<file path="config.mk">
export PLATFORM = sky130hd
export DESIGN_NAME = fft_seq_ctrl
export DESIGN_NICKNAME = d
export VERILOG_FILES = /design/src/rtl/fft_seq_ctrl.sv
export SDC_FILE = /design/constraint.sdc
export NUM_CORES = 1
export LEC_CHECK = 0
export CAP_MARGIN = 25
export CORE_MARGIN = 1
export CORE_UTILIZATION = 55
export DETAILED_ROUTE_END_ITERATION = 6
export DONT_BUFFER_PORTS = 1
export GPL_TIMING_DRIVEN = 0
export PLACE_DENSITY = 0.73
export REMOVE_ABC_BUFFERS = 1
export SETUP_SLACK_MARGIN = 0.4
export SLEW_MARGIN = 20
export SYNTH_ARGS = -nofsm -noshare
export SYNTH_HDL_FRONTEND = slang
export SYNTH_SLANG_ARGS = --single-unit
</file>
<file path="constraint.sdc">
create_clock -name clk -period 2 [get_ports clk]
set_input_delay 0.4 -clock clk [delete_from_list [all_inputs] [get_ports clk]]
set_output_delay 0.4 -clock clk [all_outputs]
set_load 0.01 [all_outputs]
</file>
<file path="src/rtl/fft_seq_ctrl.sv">
// rtl/fft_seq_ctrl.sv - FFT load/calculate/export sequencer driving a radix-2 butterfly unit.
// Optional inverse-transform op (op_sel=3) enabled by defining FFT_IFFT_EN.
module fft_seq_ctrl #(
    parameter int N_LOG2 = 3
) (
    input  logic              clk,
    input  logic              rst_n,
    input  logic              op_valid,
    input  logic [1:0]        op_sel,
    output logic              op_ready,
    output logic              stall,
    output logic              ram_we,
    output logic [N_LOG2-1:0] ram_waddr,
    output logic [N_LOG2-1:0] ram_raddr,
    output logic              bf_start,
    output logic [N_LOG2-1:0] bf_addr_a,
    output logic [N_LOG2-1:0] bf_addr_b,
    output logic [N_LOG2-2:0] bf_tw_idx,
    output logic              bf_inv,
    input  logic              bf_done,
    output logic              done,
    output logic              busy,
    output logic              err
);

    localparam int SW = $clog2(N_LOG2);
    localparam logic [N_LOG2-2:0] M_LAST = '1;
    localparam logic [SW-1:0]     S_LAST = SW'(N_LOG2 - 1);
    localparam logic [1:0] OP_LOAD = 2'd0;
    localparam logic [1:0] OP_CAL  = 2'd1;
    localparam logic [1:0] OP_EXP  = 2'd2;
    localparam logic [1:0] OP_ICAL = 2'd3;

    typedef enum logic [1:0] {S_IDLE, S_ISSUE, S_WAIT} state_t;

    state_t            state_q, state_d;
    logic [N_LOG2-1:0] load_cnt_q, load_cnt_d;
    logic [N_LOG2-1:0] exp_cnt_q, exp_cnt_d;
    logic [SW-1:0]     stage_q, stage_d;
    logic [N_LOG2-2:0] m_q, m_d;
    logic              full_q, full_d;
    logic              computed_q, computed_d;
    logic              err_q, err_d;
`ifdef FFT_IFFT_EN
    logic              inv_q, inv_d;
`endif

    logic              accept;
    logic              active;
    logic [N_LOG2-1:0] m_ext, half_w, k_w, grp_w, a_w;
    logic [N_LOG2-2:0] tw_w;
    int unsigned       s_i;

    // Butterfly indices: m enumerates pairs; low s bits pick the offset, the rest the group.
    always_comb begin
        s_i    = 32'(stage_q);
        m_ext  = {1'b0, m_q};
        half_w = N_LOG2'(1) << s_i;
        k_w    = m_ext & (half_w - N_LOG2'(1));
        grp_w  = m_ext >> s_i;
        a_w    = (grp_w << (s_i + 1)) | k_w;
        tw_w   = k_w[N_LOG2-2:0] << (N_LOG2 - 1 - s_i);
    end

    always_comb begin
        ram_waddr = '0;
        for (int i = 0; i < N_LOG2; i++) begin
            ram_waddr[i] = load_cnt_q[N_LOG2-1-i];
        end
    end

    assign op_ready  = (state_q == S_IDLE);
    assign active    = ~op_ready;
    assign stall     = active;
    assign busy      = active;
    assign accept    = op_valid & op_ready;
    assign ram_we    = accept & (op_sel == OP_LOAD);
    assign ram_raddr = exp_cnt_q;
    assign err       = err_q;
    assign bf_addr_a = active ? a_w : '0;
    assign bf_addr_b = active ? (a_w | half_w) : '0;
    assign bf_tw_idx = active ? tw_w : '0;
`ifdef FFT_IFFT_EN
    assign bf_inv    = inv_q & active;
`else
    assign bf_inv    = 1'b0;
`endif

    always_comb begin
        state_d    = state_q;
        load_cnt_d = load_cnt_q;
        exp_cnt_d  = exp_cnt_q;
        stage_d    = stage_q;
        m_d        = m_q;
        full_d     = full_q;
        computed_d = computed_q;
        err_d      = err_q;
`ifdef FFT_IFFT_EN
        inv_d      = inv_q;
`endif
        bf_start   = 1'b0;
        done       = 1'b0;

        case (state_q)
            S_IDLE: begin
                if (accept) begin
                    case (op_sel)
                        OP_LOAD: begin
                            load_cnt_d = load_cnt_q + N_LOG2'(1);
                            if (full_q) begin
                                full_d     = 1'b0;
                                computed_d = 1'b0;
                            end else if (load_cnt_q == '1) begin
                                full_d = 1'b1;
                            end
                        end
                        OP_CAL: begin
                            if (!full_q) begin
                                err_d = 1'b1;
                            end else begin
                                stage_d = '0;
                                m_d     = '0;
                                state_d = S_ISSUE;
`ifdef FFT_IFFT_EN
                                inv_d   = 1'b0;
`endif
                            end
                        end
                        OP_EXP: begin
                            exp_cnt_d = exp_cnt_q + N_LOG2'(1);
                            if (!computed_q) begin
                                err_d = 1'b1;
                            end
                        end
                        OP_ICAL: begin
`ifdef FFT_IFFT_EN
                            if (!full_q) begin
                                err_d = 1'b1;
                            end else begin
                                stage_d = '0;
                                m_d     = '0;
                                state_d = S_ISSUE;
                                inv_d   = 1'b1;
                            end
`else
                            err_d = 1'b1;
`endif
                        end
                        default: err_d = 1'b1;
                    endcase
                end
            end
            S_ISSUE: begin
                bf_start = 1'b1;
                state_d  = S_WAIT;
            end
            S_WAIT: begin
                if (bf_done) begin
                    if (m_q != M_LAST) begin
                        m_d     = m_q + 1'b1;
                        state_d = S_ISSUE;
                    end else if (stage_q != S_LAST) begin
                        m_d     = '0;
                        stage_d = stage_q + 1'b1;
                        state_d = S_ISSUE;
                    end else begin
                        done       = 1'b1;
                        computed_d = 1'b1;
                        exp_cnt_d  = '0;
                        state_d    = S_IDLE;
                    end
                end
            end
            default: state_d = S_IDLE;
        endcase
    end

    always_ff @(posedge clk or negedge rst_n) begin
        if (!rst_n) begin
            state_q    <= S_IDLE;
            load_cnt_q <= '0;
            exp_cnt_q  <= '0;
            stage_q    <= '0;
            m_q        <= '0;
            full_q     <= 1'b0;
            computed_q <= 1'b0;
            err_q      <= 1'b0;
`ifdef FFT_IFFT_EN
            inv_q      <= 1'b0;
`endif
        end else begin
            state_q    <= state_d;
            load_cnt_q <= load_cnt_d;
            exp_cnt_q  <= exp_cnt_d;
            stage_q    <= stage_d;
            m_q        <= m_d;
            full_q     <= full_d;
            computed_q <= computed_d;
            err_q      <= err_d;
`ifdef FFT_IFFT_EN
            inv_q      <= inv_d;
`endif
        end
    end

endmodule
</file>
==> impl_metrics.py <==
metrics = {
    "final_layout": {
        "fin_nets": 150,
        "fillers": 103,
        "finish.utilization": 0.8409,
        "area_growth_pct": 41.67,
        "drive_above_1_share": 0.4815,
        "num_antenna_cells": 0,
    },
    "die": {
        "die_area_sq_um": 2061,
        "die_x_um": 45.40,
        "core-area_sq_um": 1745,
        "die_h_um": 45.40,
        "fp-row-count": 15,
        "ios": 28,
        "start_util": 0.5935,
    },
    "power_and_ir_drop": {
        "p_comb_frac": 0.620,
        "finalPower_mw": 2.028,
        "p_clk_frac": 0.087,
        "powerDensity_nw_per_um2": 1382,
        "max-vdd-ir-drop_mv": 0.8937,
        "p_sw_frac": 0.4654,
        "power_switching_mw": 0.9438,
        "p_leak_nw": 0.6082,
        "power_frac_seq": 0.293,
        "intPower_mw": 1.084,
    },
    "setup_path": {
        "cp.arrival_ns": 1.62,
        "cp_num_buf_inv": 1,
        "worstPathRequired_ns": 1.60,
        "critical_path_cell_count": 4,
        "critPathKind": "reg -> out",
        "crit_path_max_fanout": 5,
        "crit_path_top_delay_cell": "dfrtp_2",
        "slowest_delay_ns": 0.45,
        "cp-start-kind": "flip-flop",
        "critical_path.cell_chain": "buf_6, ha_4, or3b_4, nor3_4",
        "critical_path.top_delay_family": "simple AND/OR/NAND/NOR gates",
        "crit_path_end_kind": "primary output",
        "ff2ff_path_depth": 5,
    },
    "placement": {
        "place.gp.congestion": 0.7460,
        "port_buffers": 0,
        "dp_hpwl_mm": 1.541,
    },
    "grt": {
        "grt_usage": 0.2956,
        "grt_max_degree": 16,
        "gr-total-overflow": 0,
        "grt_pass1_wl_mm": 4.243,
        "grt_pass1_vias": 950,
        "antenna_found_initial": 0,
    },
    "timing": {
        "slew_headroom": 0.5451,
        "setup_slack_ns": -0.02043,
        "clock.fmax_ghz": 0.4949,
        "timing.final.crit_share": 1.010,
        "rsz0062_at_grt": "true",
        "worst_pin_slew_ns": 0.6801,
        "hold_viol_final": 0,
        "slew_viol_final": 0,
        "fin_skew_ns": 0.002437,
        "period_minus_slack_ns": 2.020,
        "setup_viol_count_final": 2,
    },
    "run_status": {
        "status": "finished, violations left",
        "violations": "negative setup slack",
    },
    "clock_network": {
        "cts.sinks": 15,
        "tritoncts": "built",
        "cts.clk_slew.worst_paths_ns": 0.09,
        "clk_path_buf_depth": 2,
        "clk_latency_ns": 0.28,
        "cts_root_buffer": "clkbuf_4",
        "htree_levels": 1,
        "cts_buffers": 3,
    },
    "drt": {
        "via_per_inst": 6.175,
        "num_vias": 988,
        "avgRoutedWirePerCell_um": 20.14,
        "first_pass_iters": 4,
        "drtIter0Drc": 23,
        "drt-total-wl_mm": 3.222,
        "drc": 0,
        "ant_nets": 0,
    },
    "yosys": {
        "yosysWarningCount": 0,
        "synth_cell_type_count": 37,
        "syn_inst": 113,
        "synthTopCellsByArea": "dfrtp_1 36%, ha_1 9.7%, a21oi_1 4.3%",
        "synth_edf_count": 0,
        "synth_flop_cell": "dfrtp_1",
        "synthDominantCellAreaShare": 0.3623,
        "seq_area_frac_synth": 0.3623,
        "ys_ff_latch": 15,
        "async_reset_ff_frac": 1.000,
        "avgSynthCellArea_sq_um": 9.168,
        "synth_top_area_cell": "dfrtp_1",
        "syn_area_sq_um": 1036,
    },
    "worst_hold_path": {
        "min_delay_path_depth": 1,
        "min_path_type": "in -> reg",
    },
    "run": {
        "maxCapViolations": 0,
    },
}
[timing repair]
action	CTS	global route
endpoints found under the setup margin	23	22
setup buffers	14	8
resized for setup	37	21
gates cloned	0	1
pin swaps	8	11
endpoints found under the hold margin	15	0
hold buffers	1	0
[kinds of logic after synthesis]
kind of cell	count (synthesis)	synth area share
AOI/OAI and AO/OA	24	0.1498
xor gates and xnor gates	3	0.02537
adders and majority gates	8	0.09662
buffers and inverters	14	0.06521
DFF	15	0.3623
muxes	5	0.05072
other	1	0.003620
and+or+nand+nor	43	0.2464
[metal layers]
layer	vias up	wire [um]	track usage
met5	-	0	0
met4	0	91	0.2061
met3	13	143	0.05952
met2	40	1716	0.4943
met1	491	1270	0.3342
li1	444	-	-
[path summary, 6_finish.rpt]
kind / slack (ns) / startpoint / to
max in group asynchronous: 0.94 / rst_n / state_q[0]
setup / recovery: -0.02 / stage_q[1] / bf_tw_idx[0]
min in group asynchronous: 0.59 / rst_n / ram_raddr[0]
hold reg to reg: 0.57 / computed_q / computed_q
setup reg to reg: 0.08 / state_q[0] / m_q[0]
hold / removal: 0.20 / bf_done / state_q[1]
[synth_stat cells (3+ instances only)]
| cell type | count |
|---|---|
| dfrtp_1 | 15 |
| a21oi_1 | 9 |
| ha_1 | 8 |
| inv_1 | 8 |
| nand2_1 | 8 |
| nand3_1 | 6 |
| nor2_1 | 6 |
| nand3b_1 | 5 |
| a32o_1 | 3 |
| clkbuf_1 | 3 |
| mux2i_1 | 3 |
| nor2b_1 | 3 |
| o21ai_0 | 3 |
| o22ai_1 | 3 |
[power groups by stage]
| stage | Sequential (mW) | Combinational, mW | Clock, mW |
|---|---|---|---|
| after global routing | 0.611 | 1.33 | 0.190 |
| after global placement | 0.596 | 0.605 | 0 |
| final | 0.595 | 1.26 | 0.176 |
| after detailed placement | 0.605 | 0.640 | 0 |
| after CTS | 0.581 | 0.994 | 0.176 |
| after floorplan | 0.562 | 0.540 | 0 |
[flip-flops by register name (all words and copies together) (netlist names)]
signal / flops
full_q: 1
ram_raddr: 3
computed_q: 1
state_q: 2
err: 1
stage_q: 2
load_cnt_q: 3
m_q: 2
[final cells by class]
| type | count | area, sq um | area share |
|---|---|---|---|
| multi-input combinational | 85 | 792.0 | 0.5396 |
| clock buffer | 4 | 26.28 | 0.01790 |
| inverter | 8 | 37.54 | 0.02558 |
| tap | 25 | 31.28 | 0.02131 |
| timing repair buffer | 23 | 197.7 | 0.1347 |
| sequential | 15 | 382.9 | 0.2609 |
[worst register-to-register path, cell delays in order (launching register included)]
cell and delay [ns]:
dfrtp_2 0.48, or4b_4 0.54, buf_6 0.14, buf_6 0.12
or2_4 0.26, a32o_1 0.27
[cell usage in the layout, fill, tap and decap left out, types with 2 or more instances in the layout]
cell type	instances
ha_1	4
inv_4	3
buf_4	16
o21ai_0	2
ha_4	3
a21oi_2	4
nor2_4	3
a32o_1	3
clkbuf_4	3
buf_6	6
nor2_2	2
dfrtp_1	9
nor3_4	2
nor2b_1	2
o21bai_1	2
a21oi_1	2
nor2_1	3
inv_1	5
nand2_1	8
mux2i_1	3
nand3_2	2
mux2_4	2
nand3b_1	5
dfrtp_2	6
a21oi_4	3
and2b_1	2
nand3_1	3
o22ai_1	3
[per-stage QoR]
step	setup TNS (ns)	instances	hold WS [ns]	cell area, sq um	setup WS [ns]
after detailed placement	-0.9238	132	0.1047	1030	-0.3490
after CTS	0	151	0.2024	1316	0.001863
after floorplan	-0.2067	107	0.1044	998.5	-0.1498
final	-0.03162	160	0.2037	1468	-0.02043
after global placement	-0.6031	132	0.1047	1030	-0.3026
after global routing	-0.3395	160	0.1995	1468	-0.08293
(Power assumes the default switching activity.)
